<file path="config.mk">
export PLATFORM = sky130hd
export DESIGN_NAME = rsa_modexp
export DESIGN_NICKNAME = d
export VERILOG_FILES = /design/src/rtl/rsa_pkg.sv /design/src/rtl/rsa_modmul.sv /design/src/rtl/rsa_modexp.sv
export SDC_FILE = /design/constraint.sdc
export NUM_CORES = 1
export LEC_CHECK = 0
export CAP_MARGIN = 10
export CORE_MARGIN = 3
export CORE_UTILIZATION = 50
export DETAILED_ROUTE_END_ITERATION = 8
export GPL_ROUTABILITY_DRIVEN = 0
export PLACE_DENSITY = 0.73
export SETUP_SLACK_MARGIN = 0.2
export SLEW_MARGIN = 5
export SYNTH_ARGS = -nofsm -noshare
export SYNTH_HDL_FRONTEND = slang
export SYNTH_SLANG_ARGS = --single-unit
</file>
<file path="constraint.sdc">
create_clock -name exp_clk -period 5.8 [get_ports exp_clk]
set_input_delay 0.58 -clock exp_clk [delete_from_list [all_inputs] [get_ports exp_clk]]
set_output_delay 0.58 -clock exp_clk [all_outputs]
set_load 0.02 [all_outputs]
</file>
<file path="src/rtl/rsa_pkg.sv">
// Shared types and constants for the 8-bit RSA modular exponentiator.
package rsa_pkg;

    localparam int RSA_W    = 8;
    localparam int STEPS    = 8;
    localparam int BUSY_LEN = 136;

    typedef enum logic [2:0] {
        IDLE,
        RED,
        MUL,
        SQR,
        DONE
    } state_t;

    // One conditional subtract; callers guarantee x < 2n.
    function automatic logic [RSA_W-1:0] mod_sub(
        input logic [RSA_W:0]   x,
        input logic [RSA_W-1:0] n
    );
        logic [RSA_W:0] d;
        d = x - {1'b0, n};
        return (x >= {1'b0, n}) ? d[RSA_W-1:0] : x[RSA_W-1:0];
    endfunction

endpackage

</file>
<file path="src/rtl/rsa_modmul.sv">
// Iterative a*b mod n, one multiplier bit per cycle, MSB first.
module rsa_modmul
    import rsa_pkg::*;
(
    input  logic             clk,
    input  logic             rst,
    input  logic             start,
    input  logic [RSA_W-1:0] a,
    input  logic [RSA_W-1:0] b,
    input  logic [RSA_W-1:0] n,
    output logic             done,
    output logic [RSA_W-1:0] res
);

    logic [2:0]       cnt;
    logic [RSA_W-1:0] t;
    logic [RSA_W-1:0] t_in;
    logic [RSA_W-1:0] dbl;
    logic [RSA_W:0]   sum;

    // Doubling and adding are reduced separately so t < n holds with a < n.
    always_comb begin
        t_in = (cnt == 3'd0) ? '0 : t;
        dbl  = mod_sub({t_in, 1'b0}, n);
        sum  = {1'b0, dbl} + (b[~cnt] ? {1'b0, a} : '0);
        res  = mod_sub(sum, n);
        done = start && (cnt == 3'(STEPS - 1));
    end

    always_ff @(posedge clk or posedge rst) begin
        if (rst) begin
            cnt <= '0;
            t   <= '0;
        end else if (start) begin
            cnt <= cnt + 3'd1;
            t   <= res;
        end
    end

endmodule

</file>
<file path="src/rtl/rsa_modexp.sv">
// Constant-time right-to-left square-and-multiply over an 8-bit modulus.
module rsa_modexp
    import rsa_pkg::*;
#(
    parameter logic CLK_EDGE = 1'b1
) (
    input  logic             exp_clk,
    input  logic             exp_rst,
    input  logic             exp_start,
    input  logic [RSA_W-1:0] exp_msg,
    input  logic [RSA_W-1:0] exp_key,
    input  logic [RSA_W-1:0] exp_mod,
    output logic [RSA_W-1:0] exp_res,
    output logic             exp_busy,
    output logic             exp_done,
    output logic             exp_err
);

    logic clk;
    assign clk = CLK_EDGE ? exp_clk : ~exp_clk;

    state_t           state;
    state_t           state_nx;
    logic [RSA_W-1:0] msg;
    logic [RSA_W-1:0] key;
    logic [RSA_W-1:0] mod;
    logic [RSA_W-1:0] base;
    logic [RSA_W-1:0] acc;
    logic [2:0]       bit_idx;
    logic             mm_start;
    logic             mm_done;
    logic [RSA_W-1:0] mm_a;
    logic [RSA_W-1:0] mm_b;
    logic [RSA_W-1:0] mm_res;
    logic             bad_mod;

    assign bad_mod = exp_mod < 8'd2;

    rsa_modmul u_mul (
        .clk   (clk),
        .rst   (exp_rst),
        .start (mm_start),
        .a     (mm_a),
        .b     (mm_b),
        .n     (mod),
        .done  (mm_done),
        .res   (mm_res)
    );

    always_ff @(posedge clk or posedge exp_rst) begin
        if (exp_rst) state <= IDLE;
        else         state <= state_nx;
    end

    always_comb begin
        state_nx = state;
        mm_start = 1'b0;
        mm_a     = acc;
        mm_b     = base;
        unique case (state)
            IDLE: begin
                if (exp_start) state_nx = bad_mod ? DONE : RED;
            end
            RED: begin
                mm_start = 1'b1;
                mm_a     = 8'd1;
                mm_b     = msg;
                if (mm_done) state_nx = MUL;
            end
            MUL: begin
                mm_start = 1'b1;
                if (mm_done) state_nx = SQR;
            end
            SQR: begin
                mm_start = 1'b1;
                mm_a     = base;
                if (mm_done) state_nx = (bit_idx == 3'd7) ? DONE : MUL;
            end
            DONE: state_nx = IDLE;
            default: state_nx = IDLE;
        endcase
    end

    // MUL always runs; only the commit depends on the key bit.
    always_ff @(posedge clk or posedge exp_rst) begin
        if (exp_rst) begin
            msg     <= '0;
            key     <= '0;
            mod     <= '0;
            base    <= '0;
            acc     <= '0;
            bit_idx <= '0;
            exp_res <= '0;
            exp_err <= 1'b0;
        end else begin
            unique case (state)
                IDLE: begin
                    if (exp_start) begin
                        msg     <= exp_msg;
                        key     <= exp_key;
                        mod     <= exp_mod;
                        acc     <= 8'd1;
                        bit_idx <= '0;
                        exp_err <= bad_mod;
                        if (bad_mod) exp_res <= '0;
                    end
                end
                RED: begin
                    if (mm_done) base <= mm_res;
                end
                MUL: begin
                    if (mm_done && key[bit_idx]) acc <= mm_res;
                end
                SQR: begin
                    if (mm_done) begin
                        base    <= mm_res;
                        bit_idx <= bit_idx + 3'd1;
                        if (bit_idx == 3'd7) exp_res <= acc;
                    end
                end
                default: ;
            endcase
        end
    end

    assign exp_busy = (state == RED) || (state == MUL) || (state == SQR);
    assign exp_done = (state == DONE);

endmodule

</file>
# Word level (Yosys, flattened, before mapping)
# Cells that the tools add are included.
# word_totals
out_inout_bits	11
elab_cells	80
in_bits	27
ff_bits	66
# op_classes
order_cmp	5
reduce_logical	16
muxes	29
bitwise_logic	1
n_eq_ne	13
n_addsub	5
# op_table
operator	n
8-bit two-way mux	11
8-bit one-hot mux with 2 select lines	3
3-bit two-way mux	8
9-bit by 8-bit greater-or-equal comparator with 1-bit output	2
8-bit subtractor	2
2-bit != test (second input constant)	7
3-bit one-hot mux with 4 select lines	1
8-bit by 8-bit adder with 9-bit output	1
3-bit equality test (second input constant)	3
3-bit by 4-bit < comparator with 1-bit output (second input constant)	2
8-bit by 2-bit < comparator with 1-bit output (second input constant)	1
3-bit by 1-bit adder with 3-bit output (second input constant)	2
1-bit binary-select mux with 3-bit select	2
3-bit by 2-bit equality test with 1-bit output (second input constant)	2
3-bit logical NOT	2
3-bit one-hot mux with 2 select lines	1
3-bit AND reduction	2
5-bit AND reduction	1
2-bit AND reduction	2
4-bit AND reduction	1
2-bit nonzero test	2
3-bit by 1-bit equality test with 1-bit output (second input constant)	1
1-bit two-way mux	3
3-bit NOT	1
4 further kinds	6

# Depth between registers and ports, before layout
# depth
ltp_word	10
depth_mapped	27
ltp_nobuf	24

# Cells and area by module
# Synthesis repeated with hierarchy kept, for this count alone.
# unflattened
cells_unflattened	423
area_unflattened_um2	4435.5
# by_module_without_submodules
module	area_each_um2	instances	cells_each	seq_area_each_um2
rsa_modexp	2555.0	1	218	1376.3
rsa_modmul	1880.6	1	205	275.3

# Worst setup path before layout
# Ideal clock, no wire load.
# synth_timing
path_kind	reg-to-reg
startpoint	register u_mul.cnt[1]
endpoint	register acc[0]
path_slack_ps	341
path_buffers	2
stages_incl_launch_ff	26
arrival_ps	5381
synth_period_minus_slack_ps	5459
required_ps	5722
setup_ps	78
path_cell_list	dfrtp_1 > inv_2 > ha_1 > nand2b_4 > clkbuf_1 > and2_1 > ha_1 > nor2b_1 > a311oi_2 > a31oi_1 > a211oi_4 > nor3_1 > ha_1 > fa_1 > a21o_1 > a21oi_2 > o21ai_2 > xor2_1 > ha_1 > a21oi_1 > nand3_1 > o21a_1 > a311o_1 > buf_6 > mux2_4 > a21oi_1
# synth_via
elab_chain_cells	9
elab_cells_between_ends	20
cone_classes	3 x add/sub; 2 x order compare; 2 x eq/ne; 8 x mux; 1 x bitwise; 4 x reduce/logical
# synth_lines
item	line_no	text
start: declaration	rsa_modmul.sv:15	logic [2:0] cnt;
start signal: assignment	rsa_modmul.sv:35	cnt <= cnt + 3'd1;
3-bit logical NOT or 3-bit NOT (tied branches)	rsa_modmul.sv:23, rsa_modmul.sv:25	
8-bit two-way mux or 1-bit binary-select mux with 3-bit select (tied branches)	rsa_modmul.sv:23, rsa_modmul.sv:25	
9-bit by 8-bit greater-or-equal comparator with 1-bit output, or another cell as far along	rsa_pkg.sv:23	return (x >= {1'b0, n}) ? d[RSA_W-1:0] : x[RSA_W-1:0];
8-bit two-way mux (on tied branches)	rsa_pkg.sv:23, rsa_modmul.sv:25	
8-bit by 8-bit adder with 9-bit output	rsa_modmul.sv:25	sum = {1'b0, dbl} + (b[~cnt] ? {1'b0, a} : '0);
8-bit subtractor or 9-bit by 8-bit greater-or-equal comparator with 1-bit output (tied branches)	rsa_pkg.sv:22, rsa_pkg.sv:23	
8-bit two-way mux	rsa_pkg.sv:23	
8-bit two-way mux	rsa_modexp.sv:112	if (mm_done && key[bit_idx]) acc <= mm_res;
8-bit one-hot mux with 2 select lines	rsa_modexp.sv:96	unique case (state)
end signal: assignment	rsa_modexp.sv:112	
end: declaration	rsa_modexp.sv:28	logic [RSA_W-1:0] acc;
# Several ways; a longest one is shown, not always the timed one. The select of a mux whose other input is x is not followed.
# A chain may end at the register's enable or synchronous reset.

# Worst setup path in the final report
# layout_timing
startpoint	register u_mul.cnt[0]
endpoint	register acc[0]
# The elaborated chain is that of the path after synthesis.

==> metrics <==
WHS Path Cells=2; Clk pin slew, worst setup/hold paths=70 ps; chip width=98.7 um; hold_sp=msg[3]; hold crit path type=reg -> reg; final WL=between 10000 and 15000 um; register area share after synthesis=38.4%; Slew Limit Fails=0; total grt overflow=0; vias in the first global route=between 3000 and 4000; antenna violations before repair=0; Starting Density=between 50 and 60%; Worst-Margin Slew=1070 ps; overall routing resource usage=22.3%; Antenna Nets Post-Route=0; clk_lat worst skew=about 360 ps; Mapped Nets=roughly 530; H-tree Lvls=3; post-synth top area share=between 30% and 40%; largest net degree at the start of global routing=67; CP max-delay cell=a211oi_4; Syn Area/Cell=a little over 9 um2; post-synth top area cell=dfrtp_1; Area Growth Syn to Fin=21.0%; worst r2r src=u_mul.cnt[0]; r2r worst-path depth=24; CP Launch Type=register; max capacitance violation total=0; ANT cells=0; DR WL/cell=16.9 um; drt pass-1 iters=5; CTS buffer count=9; final setup violation count=0; CP endpoint kind=register; Fin. Hold Viols=0; RSZ-0062 raised after global routing=false; setup slack, reg-to-reg=310 ps; required time worst endpoint=6080 ps; Rows=33; hold_ws=469 ps; Highest Clock Rate=182 MHz; ys async rst share=100%; Finished Cell Area=~5200 um2; post-synth cell types=slightly below 60; Critical Path AT=about 5800 ps; filler cell count=678; post-synth design cell area=4300 um2; Placed Area=4780 um2; hold endpoint=msg[3]; clk sink count=66; count of nets after finishing=580; CTS tree=yes; Worst Path Max Fanout=9; vias per inst=5.76; CP cell instances=inv_2 -> ha_2 -> nand2b_4 -> and2_1 -> ha_1 -> nor2b_1 -> a311oi_2 -> a31oi_2 -> a211oi_4 -> nor2_4 -> mux2_4 -> ha_4 -> o21ai_1 -> o21bai_1 -> a21oi_2 -> xnor2_2 -> ha_1 -> nand4_1 -> nand3_1 -> o21a_1 -> a311o_1 -> buf_12 -> mux2_4 -> a21oi_2; prevailing post-synth register cell=dfrtp_1; post-detail-place hpwl=7640 um; worst r2r dst=acc[0]; clock skew=about 11 ps; Period Utilization, post-route=94.7%; Max Root-Sink Buffers=2; critical path class=reg -> reg; DRC=0; worst stage delay on the critical path=410 ps; layout cell share with drive strength beyond 1=16.2%; Cells after Synth=around 470; clk root buf=clkbuf_8; synth top area cells=dfrtp_1, nand2_1, ha_1; Vias=3636; chip height=98.7 um; min Tclk post-route=5490 ps; Yosys reg bits=66; Die Area=9750 um2; num ports=38; EDFF count, synth=0; Ys Warns=0; DRT iter0 DRCs=234; Worst slew margin=28.8%; status=completed; hold_buf cts=0; number of port buffers=37; global-route wire length before repair=17200 um; total core area=just over 8000 um2
-- Yosys cell counts, types with 3 or more instances --
library cell and instances:
a211oi_1 5, a21boi_1 5, a21o_1 4, a21oi_1 14
a31oi_1 5, and2_1 9, buf_6 3, clkbuf_1 15
dfrtp_1 66, fa_1 3, ha_1 29, inv_1 20
mux2_4 5, mux2i_1 14, mux4_2 7, nand2_1 116
nand2b_1 4, nand3_1 15, nand3b_1 4, nand4_1 5
nor2_1 13, nor2b_1 5, nor3_1 6, o21ai_0 39
o21ai_1 4, o41ai_1 3, xnor2_1 10, xor2_1 3
-- worst max-delay path, delay by kind of cell (launching register included) --
family          cells  cell delay, ps
compound gates      9            2010
flops               1             400
xor+xnor            1             170
fa+ha+maj           4            1130
simple gates        6             780
mux                 2             660
buf+inv             2             250
-- flip-flops by register name, indices dropped and copies added (netlist names), 8 cells and up --
| name | count |
|---|---|
| base | 8 |
| acc | 8 |
| key | 8 |
| mod | 8 |
| exp_res | 8 |
| u_mul.t | 8 |
| msg | 8 |
-- timing repair --
| action | in CTS | in global routing |
|---|---|---|
| setup buffers | 2 | 10 |
| gates resized for setup | 10 | 17 |
| pin swaps | 3 | 12 |
| gates cloned | 0 | 0 |
| setup endpoints to repair | 21 | 23 |
-- how the worst max path moves through the flow --
stage	startpoint	endpoint	slack [ps]	depth (start not counted)
2_1_floorplan	u_mul.cnt[1]	acc[0]	340	25
3_3_place_gp	u_mul.cnt[0]	u_mul.t[3]	190	24
3_5_place_dp	u_mul.cnt[0]	base[3]	-70	24
4_1_cts	u_mul.cnt[0]	acc[0]	220	24
5_1_grt	u_mul.cnt[0]	u_mul.t[4]	140	24
6_report	u_mul.cnt[0]	acc[0]	310	24
-- placed cells by master (no fill, tap or decap), drive strengths merged, types with 3 or more instances in the layout --
| cell | instances |
|---|---|
| a211oi | 6 |
| a21boi | 7 |
| a21o | 4 |
| a21oi | 15 |
| a31oi | 5 |
| and2 | 9 |
| buf | 23 |
| clkbuf | 12 |
| clkdlybuf4s50 | 37 |
| dfrtp | 66 |
| fa | 3 |
| ha | 29 |
| inv | 22 |
| mux2 | 5 |
| mux2i | 14 |
| mux4 | 7 |
| nand2 | 116 |
| nand2b | 5 |
| nand3 | 15 |
| nand3b | 4 |
| nand4 | 5 |
| nor2 | 16 |
| nor2b | 5 |
| nor3 | 6 |
| nor4 | 3 |
| o21ai | 44 |
| o41ai | 3 |
| xnor2 | 10 |
| xor2 | 3 |
-- per-layer routing --
layer | wire length [um] | global-route usage [%] | share of wire, % | vias up
li1 | - | - | - | 1741
met1 | 4750 | 30.7 | 45 | 1778
met2 | 5130 | 35.2 | 48 | 98
met3 | 545 | 5.24 | 5.1 | 19
met4 | 209 | 6.62 | 2.0 | 0
met5 | 0 | 0 | 0 | -
-- cell families (layout without fill, tap and decap cells) --
| group | after synthesis | count (layout) | synth area share, % |
|---|---|---|---|
| AND/OR/NAND/NOR | 191 | 191 | 20.6 |
| AO/OA/AOI/OAI | 100 | 100 | 15.0 |
| flip-flops | 66 | 66 | 38.4 |
| buffers and inverters | 44 | 97 | 4.63 |
| adder cells (fa/ha/maj) | 33 | 33 | 10.1 |
| multiplexers | 26 | 26 | 8.67 |
| XOR/XNOR | 13 | 13 | 2.65 |
-- final cells by class --
cell class,count,area [um2],area share (%)
Timing Repair Buffer,60,556,10.7
Tap cell,105,131,2.53
Inverter,21,78.8,1.52
Clock inverter,4,51.3,0.986
Clock buffer,12,135,2.60
Sequential cell,66,1650,31.7
Multi-Input combinational cell,363,2600,50.0
-- stage by stage --
stage / instances / worst slack, ps / setup TNS (ps) / util, %
5_1_grt: 631 / 139 / 0 / 62.7
6_report: 631 / 310 / 0 / 62.7
4_1_cts: 621 / 218 / 0 / 60.7
3_5_place_dp: 603 / -70.9 / -260 / 57.6
3_3_place_gp: 603 / 189 / 0 / 57.6
2_1_floorplan: 473 / 341 / 0 / -
Power is not shown: default switching activity piles up to over one toggle a cycle in this logic, so the estimate is an artifact.
==> RTL change 1: new RTL, same flow settings <==
Register the outputs `exp_busy` and `exp_done`, with the module's reset; this adds one clock of latency there. The other outputs are not delayed to match.
--- a/src/rtl/rsa_modexp.sv
+++ b/src/rtl/rsa_modexp.sv
@@ -123,8 +123,15 @@
         end
     end
 
-    assign exp_busy = (state == RED) || (state == MUL) || (state == SQR);
-    assign exp_done = (state == DONE);
+    always_ff @(posedge clk or posedge exp_rst) begin
+        if (exp_rst) begin
+            exp_busy <= '0;
+            exp_done <= '0;
+        end else begin
+            exp_busy <= (state == RED) || (state == MUL) || (state == SQR);
+            exp_done <= (state == DONE);
+        end
+    end
 
 endmodule
 
Formal check against the unedited RTL: not equivalent (Yosys sat finds a counterexample within 4 cycles, from zero or initial values and one cycle with exp_rst high).
==> RTL change 1 against the original RTL <==
  * Cell area rose by 0.60%
  * Wire length fell by 3.3%
  * Die area rose by 0.16%
  * Worst setup slack improved by 0.038 ns
  * Utilization rose by 0.38 points
  * Area after synthesis rose by 0.17%
  * First-iteration DRC count rose by 40%
  * Sequential cell count rose by 2
  * Synthesized cell count rose by 0.42%
Power is not shown: default switching activity piles up to over one toggle a cycle in this logic, so the estimate is an artifact.
==> RTL change 1: results (changes against the original RTL) <==
ys_types: 57  # -1.7%
yosys_warnings: 0  # unchanged
clk_latency_ns: 0.34  # -0.02 ns
hpwl_um: 7470  # -2.2%
dr_total_vias: 3608  # -0.77%
dp_cells: 607  # +0.66%
routed_wl_um: 10300  # -3.3%
numCtsBuffers: 9  # unchanged
grt_pass1_vias: 3469  # -1.8%
async_flop_share_pct: 100  # unchanged
skew_ns: 0.0116  # +0.000953 ns
drtIter0Drc: 327  # +40%
dr.pass1.iters: 6  # +1
ys_seq_area_share_pct: 39.5  # +1.1 points
drive_gt1_share_pct: 15.8  # -0.35 points
r2r_slack_ns: 0.35  # +0.04 ns
portBuffers: 37  # unchanged
root_buffer: "clkbuf_8"
clk_pin_slew_ns: 0.07  # about the same
cp_max_fo: 12  # +3
holdCritPathClass: "flop to flop"
num-fill-cells: 667  # -1.6%
track_usage_pct: 21.3  # -0.96 points
syn_area_per_cell_um2: 9.07  # -0.25%
grt_pass1_wl_um: 16800  # -2.2%
synth.area.top_cells: "dfrtp_1 (40%), nand2_1 (10%), ha_1 (8.4%)"
viasPerCell: 5.73  # -0.61%
finalCritPeriodShare_pct: 94.0  # -0.65 points
cts.htree.levels: 3  # unchanged
antennaDiodeCount: 0  # unchanged
syn-num-nets: 534  # +0.38%
dp_slack_ns: 0.0369  # +0.108 ns
grt_max_degree: 69  # +3.0%
synth.top_cells.by_count: "nand2_1 (116), dfrtp_1 (68), o21ai_0 (37), ha_1 (29), inv_1 (21)"
clk_path_buf_depth: 2  # unchanged
final_nets: 580  # unchanged
hold_slack_ns: 0.473  # +0.00410 ns
worstPathArrival_ns: 5.71  # -0.06 ns
antenna_found_initial: 0  # unchanged
relSlewSlack_pct: 28.4  # -0.40 points
run_status: "finished, final reports clean"
## RTL change 1: changes by cell type in the layout (fill, tap and decap cells not counted), sizes merged, moves of 2 or more
cell,unedited run,this run
clkinv,1,5
buf,23,21
clkbuf,12,10
dfrtp,66,68
o21ai,44,42
## RTL change 1: critical path: stages (launching register included)
cell	delay, ns
dfrtp_1	0.38
inv_1	0.08
ha_1	0.14
nand2b_1	0.10
buf_6	0.17
and2_1	0.17
ha_1	0.32
and2_4	0.18
nand4_1	0.14
a21oi_2	0.23
a211oi_4	0.09
nor2_4	0.19
buf_4	0.14
mux2_2	0.36
ha_4	0.25
o21a_1	0.17
o21a_1	0.17
o22a_1	0.23
xor2_2	0.17
ha_1	0.20
a211oi_1	0.26
o21ai_1	0.18
a311o_2	0.41
buf_12	0.16
mux2_4	0.32
a21oi_1	0.16
## RTL change 1: layout make-up
class / instances / area, um2 / share of cell area, %
multi-input cells: 362 / 2590 / 49.5
flip-flops and latches: 68 / 1700 / 32.5
repair buffers: 58 / 544 / 10.4
well taps: 105 / 131 / 2.51
clock buffers: 10 / 128 / 2.44
inverters: 22 / 82.6 / 1.58
clock inverters: 5 / 53.8 / 1.03
## RTL change 1: cells by family (layout without fill, tap and decap cells)
| logic type | count (synthesis) | after routing | synth area share [%] |
|---|---|---|---|
| flip-flops | 68 | 68 | 39.5 |
| buffers and inverters | 45 | 95 | 4.53 |
| AO/OA/AOI/OAI | 102 | 102 | 15.2 |
| AND/OR/NAND/NOR | 188 | 188 | 19.7 |
| multiplexers | 26 | 26 | 8.39 |
| adder cells (fa/ha/maj) | 33 | 33 | 10.0 |
| XOR/XNOR | 13 | 13 | 2.64 |
## RTL change 1: worst paths after layout
kind,endpoint,from,cells past startpoint
max,acc[0],u_mul.cnt[0],25
min,key[2],key[2],2
max reg2reg,acc[0],u_mul.cnt[0],25
min reg2reg,key[2],key[2],2
min in group asynchronous,msg[5],exp_rst,3
max in group asynchronous,mod[6],exp_rst,3
## RTL change 1: what timing repair did
action,4_1_cts,5_1_grt
gates resized for setup,3,35
endpoints found under the hold margin,0,0
pin swaps,0,11
hold buffers,0,0
endpoints found under the setup margin,21,24
setup buffers,0,8
## RTL change 1: metal layers
metal | vias up | wire length, um | part of all wire (%) | track usage (%)
met5 | - | 0 | 0 | 0
li1 | 1750 | - | - | -
met4 | 0 | 161 | 1.6 | 6.51
met1 | 1728 | 4610 | 45 | 29.3
met3 | 16 | 540 | 5.3 | 3.68
met2 | 114 | 4970 | 48 | 34.6
## RTL change 1: stage by stage
stage / cell area, um2 / util [%]
final: 5230 / 63.1
after global routing: 5230 / 63.1
after CTS: 4990 / 60.1
after detailed placement: 4800 / 57.8
after global placement: 4800 / 57.8
after floorplan: 4310 / -
==> RTL change 2: new RTL, same settings <==
Without the edit above. Set the package constant `RSA_W` to 6 (it was 8).
--- a/src/rtl/rsa_pkg.sv
+++ b/src/rtl/rsa_pkg.sv
@@ -1,7 +1,7 @@
 // Shared types and constants for the 8-bit RSA modular exponentiator.
 package rsa_pkg;
 
-    localparam int RSA_W    = 8;
+    localparam int RSA_W    = 6;
     localparam int STEPS    = 8;
     localparam int BUSY_LEN = 136;
 
Ports: changed (resized exp_key, exp_mod, exp_msg and exp_res); port bits go from 38 to 30. No check against the original RTL was run, so the function may have changed too.
==> RTL change 2 against the original RTL <==
  * Die area is 23% lower
  * Sequential cell count is 14 lower
  * Wire length down 32%
  * Cell area decreased by 27%
  * Worst setup slack gained 0.15 ns
  * Global-route usage shrank 2.5 points
  * Area after synthesis decreased by 25%
  * Highest routed layer unchanged
Power is not shown: default switching activity piles up to over one toggle a cycle in this logic, so the estimate is an artifact.
==> RTL change 2: results (changes against the original RTL) <==
wl_met1_um: 3470  # -27%
cts_setup_buffers: 0  # -2
ys_types: 47  # -19%
grt_max_degree: 53  # -21%
clk_pin_slew_ns: 0.11  # +0.04 ns
drive_gt1_share_pct: 10.5  # -5.6 points
met3_length_um: 378  # -31%
grtUsageMet3_pct: 3.61  # -1.6 points
cts.htree.levels: 2  # -1
run_status: "finished, final reports clean"
min_from: "exp_err"
ff2ff_path_depth: 22  # -8.3%
numCtsBuffers: 5  # -4
grtUsageMet2_pct: 30.3  # -4.9 points
critPathMaxStageDelay_ns: 0.49  # +0.08 ns
cts_resized: 0  # -10
r2r_slack_ns: 0.46  # +0.15 ns
grt_pass1_wl_um: 11800  # -31%
worstPathArrival_ns: 5.50  # -0.27 ns
wl_per_cell_um: 15.5  # -8.1%
synth.area.top_cells: "dfrtp_1 (40%), nand2_1 (11%), ha_1 (9.3%)"
dp_slack_ns: 0.308  # +0.379 ns
ys_seq_area_share_pct: 40.2  # +1.7 points
wl_met2_um: 3230  # -37%
fp.dieW_um: 86.5  # -12%
hold_depth: 1  # -1
clk_latency_ns: 0.31  # -0.05 ns
worst_pin_slew_ns: 0.959  # -0.106 ns
cp_max_fo: 6  # -3
track_usage_pct: 19.8  # -2.5 points
dr_total_vias: 2587  # -29%
portBuffers: 29  # -22%
use_met1_pct: 29.4  # -1.3 points
dr.pass1.iters: 4  # -1
r2r_end: "acc[4]"
hpwl_um: 5220  # -32%
skew_ns: 0.0117  # +0.00113 ns
drtIter0Drc: 264  # +13%
syn-num-nets: 408  # -23%
num-fill-cells: 526  # -22%
[RTL change 2: changes by cell type in the layout (fill, tap and decap cells not counted), sizes merged, moves of 6 or more]
cell | before | now
a21boi | 7 | 0
a21oi | 15 | 9
buf | 23 | 5
clkbuf | 12 | 6
clkdlybuf4s50 | 37 | 29
dfrtp | 66 | 52
mux2i | 14 | 8
nand2 | 116 | 95
[RTL change 2: cells by family after synthesis]
| group | synth area share [%] |
|---|---|
| AO/OA/AOI/OAI | 15.5 |
| XOR/XNOR | 2.97 |
| adder cells (fa/ha/maj) | 11.5 |
| buffers and inverters | 3.86 |
| flip-flops | 40.2 |
| multiplexers | 6.41 |
| AND/OR/NAND/NOR | 19.7 |
[RTL change 2: metrics by stage]
stage | cell area [um2] | utilization (%) | hold slack (ns) | std cells
after global placement | 3580 | 58.7 | 0.458 | 453
after CTS | 3680 | 60.3 | 0.487 | 461
after global routing | 3780 | 62.0 | 0.505 | 464
final | 3780 | 62.0 | 0.485 | 464
after floorplan | 3240 | - | 0.440 | 360
after detailed placement | 3580 | 58.7 | 0.462 | 453
[RTL change 2: cell type report]
type                            count  share of cell area, %
Timing Repair Buffer               34                   9.00
Clock buffer                        6                   2.18
Clock inverter                      2                  0.364
Tap cell                           75                   2.48
Multi-Input combinational cell    279                   50.0
Sequential cell                    52                   34.4
Inverter                           16                   1.59
[RTL change 2: worst max-delay path by stage]
stage              end          from  slack [ns]  cells after the start
2_1_floorplan  base[0]  u_mul.cnt[0]        0.89                     23
3_3_place_gp    acc[5]  u_mul.cnt[0]        0.48                     22
3_5_place_dp    acc[1]  u_mul.cnt[0]        0.31                     22
4_1_cts         acc[1]  u_mul.cnt[0]        0.25                     22
5_1_grt         acc[4]  u_mul.cnt[0]        0.17                     23
6_report        acc[4]  u_mul.cnt[0]        0.46                     22
